==> src/rtl/motion_update_broadcaster.sv <==
// rtl/motion_update_broadcaster.sv - walks every cell, reads positions and displacements, broadcasts wrapped updated positions
module motion_update_broadcaster #(
  parameter int DATA_WIDTH    = 32,
  parameter int ADDR_WIDTH    = 8,
  parameter int CELL_ID_WIDTH = 4,
  parameter int PARTICLE_NUM  = 220,
  parameter int NUM_CELL_X    = 3,
  parameter int NUM_CELL_Y    = 3,
  parameter int NUM_CELL_Z    = 3
) (
  input  logic                       clk,
  input  logic                       rst_n,
  input  logic                       start,
  output logic [3*CELL_ID_WIDTH-1:0] out_read_cell,
  output logic [ADDR_WIDTH-1:0]      out_read_address,
  output logic                       out_rden,
  input  logic [3*DATA_WIDTH-1:0]    in_pos,
  input  logic [3*DATA_WIDTH-1:0]    in_disp,
  output logic                       out_motion_update_enable,
  output logic [3*DATA_WIDTH-1:0]    out_data,
  output logic [3*CELL_ID_WIDTH-1:0] out_data_dst_cell,
  output logic                       out_data_valid,
  output logic                       busy,
  output logic                       done
);

  localparam logic [ADDR_WIDTH-1:0]    MAX_COUNT = ADDR_WIDTH'(PARTICLE_NUM - 1);
  localparam logic [CELL_ID_WIDTH-1:0] ONE_CELL  = CELL_ID_WIDTH'(1);
  localparam logic [CELL_ID_WIDTH-1:0] NX        = CELL_ID_WIDTH'(NUM_CELL_X);
  localparam logic [CELL_ID_WIDTH-1:0] NY        = CELL_ID_WIDTH'(NUM_CELL_Y);
  localparam logic [CELL_ID_WIDTH-1:0] NZ        = CELL_ID_WIDTH'(NUM_CELL_Z);
  localparam logic [CELL_ID_WIDTH-1:0] NX_P1     = CELL_ID_WIDTH'(NUM_CELL_X + 1);
  localparam logic [CELL_ID_WIDTH-1:0] NY_P1     = CELL_ID_WIDTH'(NUM_CELL_Y + 1);
  localparam logic [CELL_ID_WIDTH-1:0] NZ_P1     = CELL_ID_WIDTH'(NUM_CELL_Z + 1);

  typedef enum logic [2:0] {
    S_IDLE, S_READ_COUNT, S_WAIT_COUNT, S_STREAM, S_DRAIN, S_RELEASE, S_DONE
  } state_t;

  state_t                    r_state;
  logic [CELL_ID_WIDTH-1:0]  r_cell_x, r_cell_y, r_cell_z;
  logic [ADDR_WIDTH-1:0]     r_read_address;
  logic [ADDR_WIDTH-1:0]     r_count;
  logic                      r_rden;
  logic                      r_phase;
  logic                      r_pend;
  logic                      r_enable;
  logic                      r_valid;
  logic [3*DATA_WIDTH-1:0]   r_data;
  logic [3*CELL_ID_WIDTH-1:0] r_dst;
  logic                      r_busy;
  logic                      r_done;

  logic [ADDR_WIDTH-1:0]     w_count_clamped;
  logic                      w_last_cell;
  logic                      w_cell_end;
  logic [CELL_ID_WIDTH-1:0]  w_next_x, w_next_y, w_next_z;
  logic [DATA_WIDTH-1:0]     w_new_x, w_new_y, w_new_z;

  // Add displacement, then fold a one-cell overshoot of the top field back into the periodic box
  function automatic logic [DATA_WIDTH-1:0] wrap_axis(
    input logic [DATA_WIDTH-1:0]    pos,
    input logic [DATA_WIDTH-1:0]    disp,
    input logic [CELL_ID_WIDTH-1:0] n_cell,
    input logic [CELL_ID_WIDTH-1:0] n_cell_p1
  );
    logic [DATA_WIDTH-1:0]    sum;
    logic [CELL_ID_WIDTH-1:0] field;
    sum   = pos + disp;
    field = sum[DATA_WIDTH-1 -: CELL_ID_WIDTH];
    if (field == '0)
      field = n_cell;
    else if (field == n_cell_p1)
      field = ONE_CELL;
    sum[DATA_WIDTH-1 -: CELL_ID_WIDTH] = field;
    return sum;
  endfunction

  assign w_new_x = wrap_axis(in_pos[DATA_WIDTH-1:0], in_disp[DATA_WIDTH-1:0], NX, NX_P1);
  assign w_new_y = wrap_axis(in_pos[2*DATA_WIDTH-1:DATA_WIDTH], in_disp[2*DATA_WIDTH-1:DATA_WIDTH], NY, NY_P1);
  assign w_new_z = wrap_axis(in_pos[3*DATA_WIDTH-1:2*DATA_WIDTH], in_disp[3*DATA_WIDTH-1:2*DATA_WIDTH], NZ, NZ_P1);

  assign w_count_clamped = (in_pos[ADDR_WIDTH-1:0] > MAX_COUNT) ? MAX_COUNT : in_pos[ADDR_WIDTH-1:0];
  assign w_last_cell     = (r_cell_x == NX) && (r_cell_y == NY) && (r_cell_z == NZ);
  assign w_cell_end      = ((r_state == S_WAIT_COUNT) && (w_count_clamped == '0)) ||
                           ((r_state == S_STREAM) && (r_read_address == r_count));

  // Next cell in scan order: z fastest, then y, then x
  always_comb begin
    w_next_x = r_cell_x;
    w_next_y = r_cell_y;
    w_next_z = r_cell_z + ONE_CELL;
    if (r_cell_z == NZ) begin
      w_next_z = ONE_CELL;
      w_next_y = r_cell_y + ONE_CELL;
      if (r_cell_y == NY) begin
        w_next_y = ONE_CELL;
        w_next_x = r_cell_x + ONE_CELL;
      end
    end
  end

  // Pass sequencer plus the two-stage read-to-output pipeline
  always_ff @(posedge clk or negedge rst_n) begin
    if (!rst_n) begin
      r_state        <= S_IDLE;
      r_cell_x       <= '0;
      r_cell_y       <= '0;
      r_cell_z       <= '0;
      r_read_address <= '0;
      r_count        <= '0;
      r_rden         <= 1'b0;
      r_phase        <= 1'b0;
      r_pend         <= 1'b0;
      r_enable       <= 1'b0;
      r_valid        <= 1'b0;
      r_data         <= '0;
      r_dst          <= '0;
      r_busy         <= 1'b0;
      r_done         <= 1'b0;
    end else begin
      r_done  <= 1'b0;
      // A particle address issued last cycle has its readout on the inputs now
      r_pend  <= r_rden && (r_read_address != '0);
      r_valid <= r_pend;
      r_data  <= r_pend ? {w_new_z, w_new_y, w_new_x} : '0;
      r_dst   <= r_pend ? {w_new_x[DATA_WIDTH-1 -: CELL_ID_WIDTH],
                           w_new_y[DATA_WIDTH-1 -: CELL_ID_WIDTH],
                           w_new_z[DATA_WIDTH-1 -: CELL_ID_WIDTH]} : '0;

      case (r_state)
        S_IDLE: begin
          if (start) begin
            r_state        <= S_READ_COUNT;
            r_cell_x       <= ONE_CELL;
            r_cell_y       <= ONE_CELL;
            r_cell_z       <= ONE_CELL;
            r_busy         <= 1'b1;
            r_enable       <= 1'b1;
            r_rden         <= 1'b1;
            r_read_address <= '0;
          end
        end
        S_READ_COUNT: begin
          r_rden  <= 1'b0;
          r_state <= S_WAIT_COUNT;
        end
        S_WAIT_COUNT, S_STREAM: begin
          if (r_state == S_WAIT_COUNT)
            r_count <= w_count_clamped;
          if (w_cell_end) begin
            r_read_address <= '0;
            if (w_last_cell) begin
              r_state <= S_DRAIN;
              r_rden  <= 1'b0;
              r_phase <= 1'b0;
            end else begin
              r_state  <= S_READ_COUNT;
              r_rden   <= 1'b1;
              r_cell_x <= w_next_x;
              r_cell_y <= w_next_y;
              r_cell_z <= w_next_z;
            end
          end else if (r_state == S_WAIT_COUNT) begin
            r_state        <= S_STREAM;
            r_rden         <= 1'b1;
            r_read_address <= ADDR_WIDTH'(1);
          end else begin
            r_read_address <= r_read_address + ADDR_WIDTH'(1);
          end
        end
        S_DRAIN: begin
          r_phase <= ~r_phase;
          if (r_phase) begin
            r_state  <= S_RELEASE;
            r_enable <= 1'b0;
          end
        end
        S_RELEASE: begin
          r_phase <= ~r_phase;
          if (r_phase) begin
            r_state <= S_DONE;
            r_done  <= 1'b1;
            r_busy  <= 1'b0;
          end
        end
        S_DONE: begin
          r_state  <= S_IDLE;
          r_cell_x <= '0;
          r_cell_y <= '0;
          r_cell_z <= '0;
          r_count  <= '0;
        end
        default: r_state <= S_IDLE;
      endcase
    end
  end

  assign out_read_cell            = {r_cell_x, r_cell_y, r_cell_z};
  assign out_read_address         = r_read_address;
  assign out_rden                 = r_rden;
  assign out_motion_update_enable = r_enable;
  assign out_data                 = r_data;
  assign out_data_dst_cell        = r_dst;
  assign out_data_valid           = r_valid;
  assign busy                     = r_busy;
  assign done                     = r_done;

endmodule

==> config.mk <==
export PLATFORM = sky130hd
export DESIGN_NAME = motion_update_broadcaster
export DESIGN_NICKNAME = d
export VERILOG_FILES = /design/src/rtl/motion_update_broadcaster.sv
export SDC_FILE = /design/constraint.sdc
export NUM_CORES = 1
export LEC_CHECK = 0
export ABC_AREA = 1
export CORE_MARGIN = 10
export CORE_UTILIZATION = 32
export DETAILED_ROUTE_END_ITERATION = 12
export GPL_TIMING_DRIVEN = 0
export PLACE_DENSITY = 0.66
export SLEW_MARGIN = 20
export SYNTH_ARGS = -nofsm -noshare
export SYNTH_HDL_FRONTEND = slang
export SYNTH_SLANG_ARGS = --single-unit
==> constraint.sdc <==
create_clock -name clk -period 3.85 [get_ports clk]
set_input_delay 0.385 -clock clk [delete_from_list [all_inputs] [get_ports clk]]
set_output_delay 0.385 -clock clk [all_outputs]
set_load 0.005 [all_outputs]
==> qor.csv <==
stage;metric;value;unit
synthesis;ys_types;36;
synthesis;yosys_warnings;0;
setup_path;startpoint_type;primary input;
synthesis;ys_seq_elements;134;
place;portBuffers;327;
timing;rsz0062_at_grt;false;
synthesis;async_reset_ff_share;100.0;%
finish;drive_gt1_share;3.824;%
worst_hold_path;hold_class;primary input to async pin;
pwr;totalPowerFinal;7.393;mW
setup_path;end_kind;register;
setup_path;max_stage_delay;530;ps
clock_tree;cts_resized;0;
place;placed_cell_area;0.01487;sq mm
pwr;leakagePower;8.203;nW
drt;drc_errors;0;
global_routing;grt_overflow;0;
timing;finalWorstSetupSlack;1292;ps
finish;syn2layout_area_growth;41.58;%
global_routing;first_global_vias;11820;
timing;period_minus_slack;2558;ps
synthesis;syn-cell-area;0.01100;sq mm
synthesis;synth.avg_cell_area;6.452;sq um
timing;finalCritPeriodShare;66.45;%
setup_path;critical_path_required;4220;ps
timing;tightest_slew;904.1;ps
timing;finalHoldViolCount;0;
synthesis;synth.yosys.seq_area_share;30.48;%
clock_tree;cts_buffers;17;
pwr;p_per_area;474.7;mW/mm^2
finish;multi_input_area;0.006412;sq mm
timing;slew_headroom;39.73;%
setup_path;crit_top_cell;nand2_1;
place;gp_congestion;0.9690;
timing;hold_slack;508.9;ps
floorplan;start_util;32.64;%
synthesis;syn-num-nets;2001;
timing;max_freq;0.3909;GHz
clock_tree;htreeDepth;4;
setup_path;critical_path_class;primary input to register;
clock_tree;clock_sinks;134;
clock_tree;clk_pin_slew;60;ps
setup_path;worstPathCellList;clkdlybuf4s50_1 -> ha_1 -> inv_1 -> fa_1 -> inv_1 -> nand4_1 -> nand2_1 -> nand2_1 -> nand2_1 -> inv_1 -> o21bai_1 -> a21oi_1 -> nand2_1 -> nand2_1 -> nor2_1;
synthesis;synth_flop_cell;dfrtp_1;
drt;vias;11780;
timing;totalNegativeSetupSlack;0;ps
outcome;outcome;finished clean;
drt;drt-pass1-iter-count;5;
timing;fin_worst_skew;7.554;ps
finish;final_nets;2349;
finish;design_area;0.01557;sq mm
drt;via_per_inst;4.683;
timing;setup_viol;0;
timing;slew_viol_final;0;
finish;final_core_util;46.22;%
global_routing;grt_max_degree;75;
setup_path;cp_max_fo;5;
clock_tree;tritoncts;done;
clock_tree;insertion_delay;450;ps
global_routing;antenna_found_initial;5;
flow_run;maxCapViolCount;0;
floorplan;num_rows;67;
floorplan;dieArea;0.04219;sq mm
drt;routed_wl;39380;um
finish;ff_latch_area;0.003353;sq mm
place;place_inst;2481;
global_routing;grt_usage;18.54;%
floorplan;io_pins;328;
place;dp.final_hpwl;32920;um
drt;ant_nets;0;
drt;drtIter0Drc;623;
clock_tree;cts-root-buf;clkbuf_16;
finish;final_cells;2515;
clock_tree;cts_buffer_depth;2;
setup_path;worstPathArrival;2930;ps
pwr;ir_worst_vdd;0.3219;mV
floorplan;die_h;205.4;um
floorplan;core_area;0.03370;sq mm
setup_path;cp_slowest_cell;clkdlybuf4s50_1;
drt;wl_per_cell;15.66;um
synthesis;netlist_instances;1705;
setup_path;r2r_slack;1750;ps
place;dp_worst_setup_slack;869.6;ps
floorplan;die-width;205.4;um
global_routing;grt_pass1_wl;61820;um
synthesis;synth_edf_count;0;
finish;nFillCells;3447;
==> timing repair <==
action / CTS / global route
setup buffers: 0 / 0
hold buffers: 1 / 0
hold endpoints to repair: 73 / 0
==> worst max-delay path, delay by kind of cell <==
kind / cells / cell delay (ps)
AOI/OAI and AO/OA: 2 / 420
adders and majority gates: 2 / 620
buffers and inverters: 4 / 760
and+or+nand+nor: 7 / 750
==> flip-flops by register name (all words and copies together) (netlist names) <==
register,cells
busy,1
done,1
out_data,85
out_data_dst_cell,11
out_data_valid,1
out_motion_update_enable,1
out_rden,1
out_read_address,8
r_cell_x,4
r_cell_y,4
r_cell_z,4
r_count,8
r_pend,1
r_phase,1
r_state,3
==> synthesized netlist by cell type, types with 3 or more instances <==
cell type,count,area share (%)
dfrtp_1,134,30
inv_1,288,9.8
clkbuf_1,11,0.38
or2_2,7,0.40
a21o_1,3,0.20
o21ai_2,4,0.32
ha_1,98,11
nor3_1,14,0.64
a21oi_1,131,6.0
and3_1,8,0.45
xnor2_1,14,1.1
o21ai_0,74,3.4
nand4_1,14,0.80
nand2_1,589,20
nand3b_1,3,0.20
o22ai_1,5,0.28
inv_2,3,0.10
o21bai_1,6,0.41
buf_4,12,0.82
a31o_2,10,0.80
nor2_1,166,5.7
fa_1,3,0.55
nand3_1,75,3.4
and2_1,6,0.34
xor2_1,11,0.88
nor4_1,3,0.17
==> layout make-up <==
cell class | instances | share of cell area (%)
Antenna cell | 1 | 0.01607
Buffer | 24 | 0.9158
Clock buffer | 20 | 2.868
Clock inverter | 12 | 1.599
Inverter | 291 | 7.013
Multi-Input combinational cell | 1256 | 41.17
Sequential cell | 134 | 21.53
Tap cell | 448 | 3.599
Timing Repair Buffer | 329 | 21.29
==> logic make-up (layout without fill, tap and decap cells) <==
logic type	Yosys count	after routing	share of synthesized area, %
adder cells (fa/ha/maj)	101	101	11.69
AO/OA/AOI/OAI	235	235	11.46
AND/OR/NAND/NOR	895	895	33.14
XOR/XNOR	25	25	1.990
buffers and inverters	315	676	11.23
other	0	1	0
flip-flops	134	134	30.48
==> cells in the final DEF (no fill, tap or decap), types with 7 or more instances in the layout <==
cell type / instances
nand4_1: 14
nor3_1: 14
inv_1: 288
xnor2_1: 14
clkdlybuf4s50_1: 326
or2_2: 7
clkbuf_16: 17
xor2_1: 11
nor2_1: 166
nand2_1: 589
dfrtp_1: 134
a21oi_1: 131
clkbuf_1: 13
nand3_1: 75
and3_1: 8
a31o_2: 10
buf_4: 12
o21ai_0: 74
bufinv_16: 7
ha_1: 98
==> report_power, final <==
part,switching [mW],internal [mW],leakage [nW],total [mW]
Sequential,0.256,1.82,1.75,2.07
Clock,0.692,1.30,0.334,1.99
Combinational,1.78,1.55,6.11,3.33
Total,2.73,4.67,8.20,7.39
==> worst paths after layout <==
kind	from	to	cells after the start
max reg2reg	r_state[2]$_DFFE_PN0P_	r_cell_x[2]$_DFFE_PN0P_	11
max	in_disp[64]	out_data[90]$_DFF_PN0_	15
min in group clk	r_count[3]$_DFFE_PN0P_	r_count[3]$_DFFE_PN0P_	2
min	rst_n	out_read_address[5]$_DFFE_PN0P_	2
min reg2reg	r_count[3]$_DFFE_PN0P_	r_count[3]$_DFFE_PN0P_	2
max in group asynchronous	rst_n	out_data[78]$_DFF_PN0_	3
==> per-layer routing <==
metal	wire length, um	up-vias	GRT usage (%)
met3	3328	36	6.243
met2	18780	355	31.99
met4	474	6	4.647
li1	-	6042	-
met1	16750	5340	21.61
met5	49	-	0
Power figures use the tool's default switching activity.
